## src/rtl/adder_arbiter_pkg.sv

```systemverilog
// Shared types and constants for the adder_arbiter slice.
package adder_arb_pkg;

  typedef enum logic [1:0] {
    IDLE = 2'd0,
    HOLD = 2'd1,
    DONE = 2'd2
  } state_t;

  localparam int                WIDTH   = 16;
  localparam int                CNT_W   = 4;
  localparam logic [WIDTH-1:0]  SAT_VAL = 16'hFFFF;

endpackage

```

## src/rtl/adder_arbiter_if.sv

```systemverilog
// Requester, result and shared-adder signals of adder_arbiter grouped as one bundle.
interface adder_arbiter_if;
  import adder_arb_pkg::*;

  logic             req0;
  logic             req1;
  logic [WIDTH-1:0] a0;
  logic [WIDTH-1:0] b0;
  logic [WIDTH-1:0] a1;
  logic [WIDTH-1:0] b1;
  logic             gnt0;
  logic             gnt1;
  logic             done0;
  logic             done1;
  logic [WIDTH-1:0] add_a;
  logic [WIDTH-1:0] add_b;
  logic [WIDTH-1:0] add_s;
  logic             add_cout;
  logic [WIDTH-1:0] result;
  logic             overflow;
  logic             owner;
  logic             busy;

  modport slave (
    input  req0, req1, a0, b0, a1, b1, add_s, add_cout,
    output gnt0, gnt1, done0, done1, add_a, add_b, result, overflow, owner, busy
  );

  modport master (
    output req0, req1, a0, b0, a1, b1, add_s, add_cout,
    input  gnt0, gnt1, done0, done1, add_a, add_b, result, overflow, owner, busy
  );

endinterface

```

## src/rtl/adder_arbiter_rr_pick2.sv

```systemverilog
// Combinational two-way round-robin picker: on a tie the index other than i_last wins.
module rr_pick2 (
  input  logic [1:0] i_req,
  input  logic       i_last,
  output logic       o_valid,
  output logic       o_idx
);

  assign o_valid = |i_req;
  assign o_idx   = (i_req == 2'b11) ? ~i_last : i_req[1];

endmodule

```

## src/rtl/adder_arbiter.sv

```systemverilog
// Sequencer sharing one external 16-bit adder between two requesters; every output registered.
// Build option ADDER_ARB_SATURATE_EN clamps Result to all-ones when the adder carries out.
module adder_arbiter
  import adder_arb_pkg::*;
#(
  parameter int SETTLE = 4
) (
  input  logic           i_clk,
  input  logic           i_rst,
  adder_arbiter_if.slave bus
);

  localparam logic [CNT_W-1:0] CNT_LOAD = CNT_W'(SETTLE - 1);

  state_t           r_state;
  state_t           w_state_nxt;
  logic [CNT_W-1:0] r_cnt;
  logic             r_last;
  logic             r_owner;
  logic             r_gnt0;
  logic             r_gnt1;
  logic             r_done0;
  logic             r_done1;
  logic             r_busy;
  logic             r_overflow;
  logic [WIDTH-1:0] r_op_a;
  logic [WIDTH-1:0] r_op_b;
  logic [WIDTH-1:0] r_result;
  logic [WIDTH-1:0] w_res_nxt;
  logic             w_pick_vld;
  logic             w_pick_idx;
  logic             w_grant;
  logic             w_capture;

  rr_pick2 u_pick (
    .i_req   ({bus.req1, bus.req0}),
    .i_last  (r_last),
    .o_valid (w_pick_vld),
    .o_idx   (w_pick_idx)
  );

  always_ff @(posedge i_clk) begin
    if (i_rst) r_state <= IDLE;
    else       r_state <= w_state_nxt;
  end

  always_comb begin
    w_state_nxt = r_state;
    case (r_state)
      IDLE:    if (w_pick_vld) w_state_nxt = HOLD;
      HOLD:    if (r_cnt == '0) w_state_nxt = DONE;
      DONE:    w_state_nxt = IDLE;
      default: w_state_nxt = IDLE;
    endcase
  end

  always_comb begin
    w_grant   = (r_state == IDLE) && w_pick_vld;
    w_capture = (r_state == HOLD) && (r_cnt == '0);
`ifdef ADDER_ARB_SATURATE_EN
    w_res_nxt = bus.add_cout ? SAT_VAL : bus.add_s;
`else
    w_res_nxt = bus.add_s;
`endif
  end

  // A reset mid-HOLD simply drops the operation: no Done is ever produced for it.
  always_ff @(posedge i_clk) begin
    if (i_rst) begin
      r_cnt      <= '0;
      r_last     <= 1'b1;
      r_owner    <= 1'b0;
      r_gnt0     <= 1'b0;
      r_gnt1     <= 1'b0;
      r_done0    <= 1'b0;
      r_done1    <= 1'b0;
      r_busy     <= 1'b0;
      r_overflow <= 1'b0;
      r_op_a     <= '0;
      r_op_b     <= '0;
      r_result   <= '0;
    end else begin
      r_gnt0  <= w_grant && !w_pick_idx;
      r_gnt1  <= w_grant &&  w_pick_idx;
      r_done0 <= w_capture && !r_owner;
      r_done1 <= w_capture &&  r_owner;
      r_busy  <= (w_state_nxt != IDLE);
      if (w_grant) begin
        r_op_a  <= w_pick_idx ? bus.a1 : bus.a0;
        r_op_b  <= w_pick_idx ? bus.b1 : bus.b0;
        r_owner <= w_pick_idx;
        r_last  <= w_pick_idx;
        r_cnt   <= CNT_LOAD;
      end else if ((r_state == HOLD) && (r_cnt != '0)) begin
        r_cnt <= r_cnt - 1'b1;
      end
      if (w_capture) begin
        r_result   <= w_res_nxt;
        r_overflow <= bus.add_cout;
      end
    end
  end

  assign bus.gnt0     = r_gnt0;
  assign bus.gnt1     = r_gnt1;
  assign bus.done0    = r_done0;
  assign bus.done1    = r_done1;
  assign bus.add_a    = r_op_a;
  assign bus.add_b    = r_op_b;
  assign bus.result   = r_result;
  assign bus.overflow = r_overflow;
  assign bus.owner    = r_owner;
  assign bus.busy     = r_busy;

endmodule

```

## src/flat_wrapper.sv

```systemverilog
// flat-port wrapper written by rule: the top's interface ports become plain ports
module adder_arbiter_flat import adder_arb_pkg::*;
#(
  parameter int SETTLE = 4
)
  (i_clk, i_rst, bus_req0, bus_req1, bus_a0, bus_b0, bus_a1, bus_b1, bus_add_s, bus_add_cout, bus_gnt0, bus_gnt1, bus_done0, bus_done1, bus_add_a, bus_add_b, bus_result, bus_overflow, bus_owner, bus_busy);
  adder_arbiter_if bus_i ();
  input  logic i_clk;
  input  logic i_rst;
  input wire logic [$bits(bus_i.req0)-1:0] bus_req0;
  input wire logic [$bits(bus_i.req1)-1:0] bus_req1;
  input wire logic [$bits(bus_i.a0)-1:0] bus_a0;
  input wire logic [$bits(bus_i.b0)-1:0] bus_b0;
  input wire logic [$bits(bus_i.a1)-1:0] bus_a1;
  input wire logic [$bits(bus_i.b1)-1:0] bus_b1;
  input wire logic [$bits(bus_i.add_s)-1:0] bus_add_s;
  input wire logic [$bits(bus_i.add_cout)-1:0] bus_add_cout;
  output wire logic [$bits(bus_i.gnt0)-1:0] bus_gnt0;
  output wire logic [$bits(bus_i.gnt1)-1:0] bus_gnt1;
  output wire logic [$bits(bus_i.done0)-1:0] bus_done0;
  output wire logic [$bits(bus_i.done1)-1:0] bus_done1;
  output wire logic [$bits(bus_i.add_a)-1:0] bus_add_a;
  output wire logic [$bits(bus_i.add_b)-1:0] bus_add_b;
  output wire logic [$bits(bus_i.result)-1:0] bus_result;
  output wire logic [$bits(bus_i.overflow)-1:0] bus_overflow;
  output wire logic [$bits(bus_i.owner)-1:0] bus_owner;
  output wire logic [$bits(bus_i.busy)-1:0] bus_busy;
  assign bus_i.req0 = bus_req0;
  assign bus_i.req1 = bus_req1;
  assign bus_i.a0 = bus_a0;
  assign bus_i.b0 = bus_b0;
  assign bus_i.a1 = bus_a1;
  assign bus_i.b1 = bus_b1;
  assign bus_i.add_s = bus_add_s;
  assign bus_i.add_cout = bus_add_cout;
  assign bus_gnt0 = bus_i.gnt0;
  assign bus_gnt1 = bus_i.gnt1;
  assign bus_done0 = bus_i.done0;
  assign bus_done1 = bus_i.done1;
  assign bus_add_a = bus_i.add_a;
  assign bus_add_b = bus_i.add_b;
  assign bus_result = bus_i.result;
  assign bus_overflow = bus_i.overflow;
  assign bus_owner = bus_i.owner;
  assign bus_busy = bus_i.busy;
  adder_arbiter #(.SETTLE(SETTLE)) u_core (.i_clk(i_clk), .i_rst(i_rst), .bus(bus_i));
endmodule
```

## config.mk

```make
export PLATFORM = sky130hd
export DESIGN_NAME = adder_arbiter_flat
export DESIGN_NICKNAME = d
export VERILOG_FILES = /design/src/rtl/adder_arbiter_pkg.sv /design/src/rtl/adder_arbiter_if.sv /design/src/rtl/adder_arbiter_rr_pick2.sv /design/src/rtl/adder_arbiter.sv /design/src/flat_wrapper.sv
export SDC_FILE = /design/constraint.sdc
export NUM_CORES = 1
export LEC_CHECK = 0
export ABC_AREA = 1
export ABC_CLOCK_PERIOD_IN_PS = 1800
export CAP_MARGIN = 40
export CORE_MARGIN = 2
export CORE_UTILIZATION = 30
export CTS_CLUSTER_DIAMETER = 100
export CTS_CLUSTER_SIZE = 24
export DETAILED_ROUTE_END_ITERATION = 16
export DONT_BUFFER_PORTS = 1
export PLACE_DENSITY = 0.43
export RECOVER_POWER = 100
export SLEW_MARGIN = 20
export SYNTH_ARGS = -nofsm -noshare
export SYNTH_HDL_FRONTEND = slang
export SYNTH_SLANG_ARGS = --single-unit
```

## constraint.sdc

```tcl
create_clock -name i_clk -period 1.8 [get_ports i_clk]
set_input_delay 0.36 -clock i_clk [delete_from_list [all_inputs] [get_ports i_clk]]
set_output_delay 0.36 -clock i_clk [all_outputs]
set_load 0.01 [all_outputs]
```

==> summary.txt <==
Timing
  • Final Skew: between 0.008 and 0.009 ns
  • Slew Viols, Final: 0
  • Tcrit/Tclk final: 86.07%
  • RSZ-0062 raised after global routing: false
  • Fin crit period: about 1.5 ns
  • Final TNS setup: 0 ns
  • WHS: 0.09543 ns
  • Post-route setup slack: 0.2507 ns
  • Slew Limit Headroom: between 50% and 60%
  • Worst-Margin Slew: about 0.64 ns
  • Final Hold Viols: 0
  • Fmax: about 650 MHz
  • Setup violators final: 0

Floorplan
  • Row count: 34
  • DIE AREA: around 9900 sq um
  • Vert. Die Dim: 99.29 um
  • Initial core utilization: a little under a third
  • Core area: just under 9000 sq um
  • # IOs: 140
  • Die X: about 99 um

Synthesis
  • Mux cell area share after synthesis: 0%
  • Asr flop ratio synth: 0%
  • Post-synth EDFFs: 0
  • Synth Area in Compound Gates: 6.615%
  • Flops & latches, synth: 62
  • Ys flop type: dfxtp_1
  • Simple logic cell fraction of the synthesized area: between 30 and 40%
  • Post-Syn Nets: 473
  • Sequential area share after synthesis: between 40% and 50%
  • Mapped Avg Cell Area: a little over 7 sq um
  • Post-Synth Adder-Cell Area: less than 1%
  • Yosys cell types: 27
  • Synth Area in XOR/XNOR: 0%
  • Cell Area, Synth: ~2700 sq um
  • Synth Instances: 387
  • YS warnings: 0
  • Main combinational cell family by area after synthesis: simple AND/OR/NAND/NOR gates

Route
  • DR vias/cell: around 4.7
  • Drt wl/cell: approximately 14 um
  • Pre-antenna DRT Iters: 6
  • Drt total wl: around 7000 um
  • DRC viols: 0
  • ANT nets after route: 0
  • Vias after detailed routing: 2349
  • Initial DRC Count: 131

Pwr
  • Worst vdd ir: 0.4829 mV
  • Total Power: 3.794 mW
  • PwrDens: ~1300 nW/um^2
  • P_leak: between 1 and 1.5 nW

Global route
  • Global-route wire length before repair: roughly 12000 um
  • Global Route Usage Sum: 14.80%
  • Grt ovf: 0
  • Largest net degree at the start of global routing: 29
  • Vias in the first global route: approximately 2400
  • Initial antenna violation count: 0

Setup path
  • Crit Path Class: reg2reg
  • Worst-path cell chain: nor2_1 > o21ai_2 > clkbuf_1 > inv_2 > nand2_1 > a21oi_1
  • Worst-path maximum fanout: 15
  • Worst path required time: roughly 2.1 ns
  • Type of element capturing the critical path: flop
  • Flop2flop setup slack: about 0.25 ns
  • CP max-delay cell: dfxtp_1
  • Worst R2R Start: u_core.r_state[1]$_SDFF_PP0_
  • Worst Setup Start Kind: flop
  • Crit path max-delay family: buffers and inverters
  • Bufs and invs on worst path: 2
  • Worst EP arrival: ~1.8 ns
  • End of the worst register-to-register path: u_core.bus.add_a[4]$_SDFFE_PP0P_
  • Worst Reg-to-Reg Cells: 6
  • Slowest stage delay, CP: 0.32 ns

Worst hold path
  • Hold path cells: 1
  • Hold Crit Endpoint: u_core.bus.add_a[5]$_SDFFE_PP0P_
  • Hold_sp: i_rst
  • Min-delay worst type: in2reg

Clock tree
  • Sink Count: between 60 and 70
  • Worst skew pair latency: roughly 0.33 ns
  • CTS tree: built
  • Postcts setup bufs: 0
  • Clock Tree Buf Depth: 2
  • # resized after CTS: 0
  • Post-CTS Hold Buffers: 0
  • TritonCTS Buffers: 9
  • Clock root buffer: clkbuf_8
  • H-tree depth: 3
  • Clock-pin slew on the worst setup and hold paths: 0.08 ns

Placed design
  • Setup WS pre-CTS: around 0.30 ns
  • Port Buffer Count: 0
  • GPL Wtd Cong: between 0.7 and 0.8
  • Post-DP HPWL: 5155 um

Flow run
  • Max-cap violation count: 0

Finish
  • Fill cells: around 950
  • Layout cells sized above 1: slightly below 9%
  • Antenna cells: 0
  • Layout net count: roughly 470
  • P&R area growth vs syn: 9.095%

Outcome
  • Status: finished, final reports clean
## cells in the final DEF (no fill, tap or decap)
cell	Yosys	routed
a21oi_1	12	13
clkinv_4	0	2
nand2_1	152	152
o21ai_2	0	1
inv_4	2	1
nand3_1	40	40
nand2_4	1	1
inv_6	0	1
nor2_2	2	1
buf_4	4	4
nor2_1	46	48
nand2_8	1	1
inv_1	14	14
nor3_4	1	1
ha_1	1	1
bufinv_16	0	3
clkinv_2	0	1
nand3_2	1	1
clkbuf_1	6	2
dfxtp_1	62	62
inv_2	4	5
o21ai_0	17	19
nor2_4	3	2
nand4_1	1	1
clkbuf_8	0	9
nor3_1	2	2
## Yosys cell counts (2+ instances only)
master,n,area [sq um]
a21oi_1,12,60.06
buf_1,2,7.510
buf_2,3,15.01
buf_4,4,30.03
buf_6,5,56.30
clkbuf_1,6,22.52
dfxtp_1,62,1241
inv_1,14,52.55
inv_2,4,15.01
inv_4,2,12.51
nand2_1,152,570.6
nand3_1,40,200.2
nor2_1,46,172.7
nor2_2,2,12.51
nor2_4,3,33.78
nor3_1,2,10.01
o21ai_0,17,85.08
o21ai_1,2,10.01
## worst max-delay path by stage
stage | startpoint | end | slack [ns] | cells after the start
final | u_core.r_state[1]$_SDFF_PP0_ | u_core.bus.add_a[4]$_SDFFE_PP0P_ | 0.25 | 6
after global routing | u_core.r_state[1]$_SDFF_PP0_ | u_core.bus.add_b[13]$_SDFFE_PP0P_ | 0.09 | 6
after CTS | u_core.r_last$_SDFFE_PP1P_ | u_core.bus.add_a[10]$_SDFFE_PP0P_ | 0.30 | 6
after detailed placement | bus_req1 | u_core.bus.add_b[2]$_SDFFE_PP0P_ | 0.30 | 5
after global placement | bus_req1 | u_core.bus.add_a[3]$_SDFFE_PP0P_ | 0.32 | 5
after floorplan | u_core.r_cnt[0]$_SDFFE_PP0P_ | u_core.bus.overflow$_SDFFE_PP0P_ | 0.48 | 8
## state kept, by name, indices dropped and copies added (netlist names), 2 cells and up
register / cells
u_core.bus.add_a: 16
u_core.bus.add_b: 16
u_core.bus.result: 16
u_core.r_cnt: 4
u_core.r_state: 2
## metal layers
metal,up-vias,routed length [um],global-route usage [%]
met2,118,3283,23.60
met1,1018,3005,17.74
met3,6,843,6.254
li1,1207,-,-
met5,-,0,0
met4,0,56,5.690
## cells by family after synthesis
| logic type | Yosys count |
|---|---|
| and+or+nand+nor | 250 |
| DFF | 62 |
| buffers and inverters | 41 |
| AOI/OAI and AO/OA | 33 |
| adders and majority gates | 1 |
## layout make-up
type	instances	area, sq um	share of cell area, %
clock buffers	9	123.9	4.168
well taps	108	135.1	4.547
multi-input cells	284	1235	41.56
repair buffers	6	37.54	1.263
inverters	20	77.57	2.611
clock inverters	7	121.4	4.084
flip-flops and latches	62	1241	41.77
## power by group
group          internal, mW  leakage (nW)  switching (mW)
Sequential             1.55         0.510           0.187
Combinational         0.182         0.782           0.375
Clock                 0.927         0.124           0.578
## through the flow
step                      cell area [sq um]  cells  util (%)
final                                  2972    496     33.91
after global routing                   2972    496     33.91
after CTS                              3003    496     34.27
after detailed placement               2758    480     31.47
after global placement                 2758    480     31.47
after floorplan                        2724    387         -
Note: power is estimated with default switching activity, not from simulation.
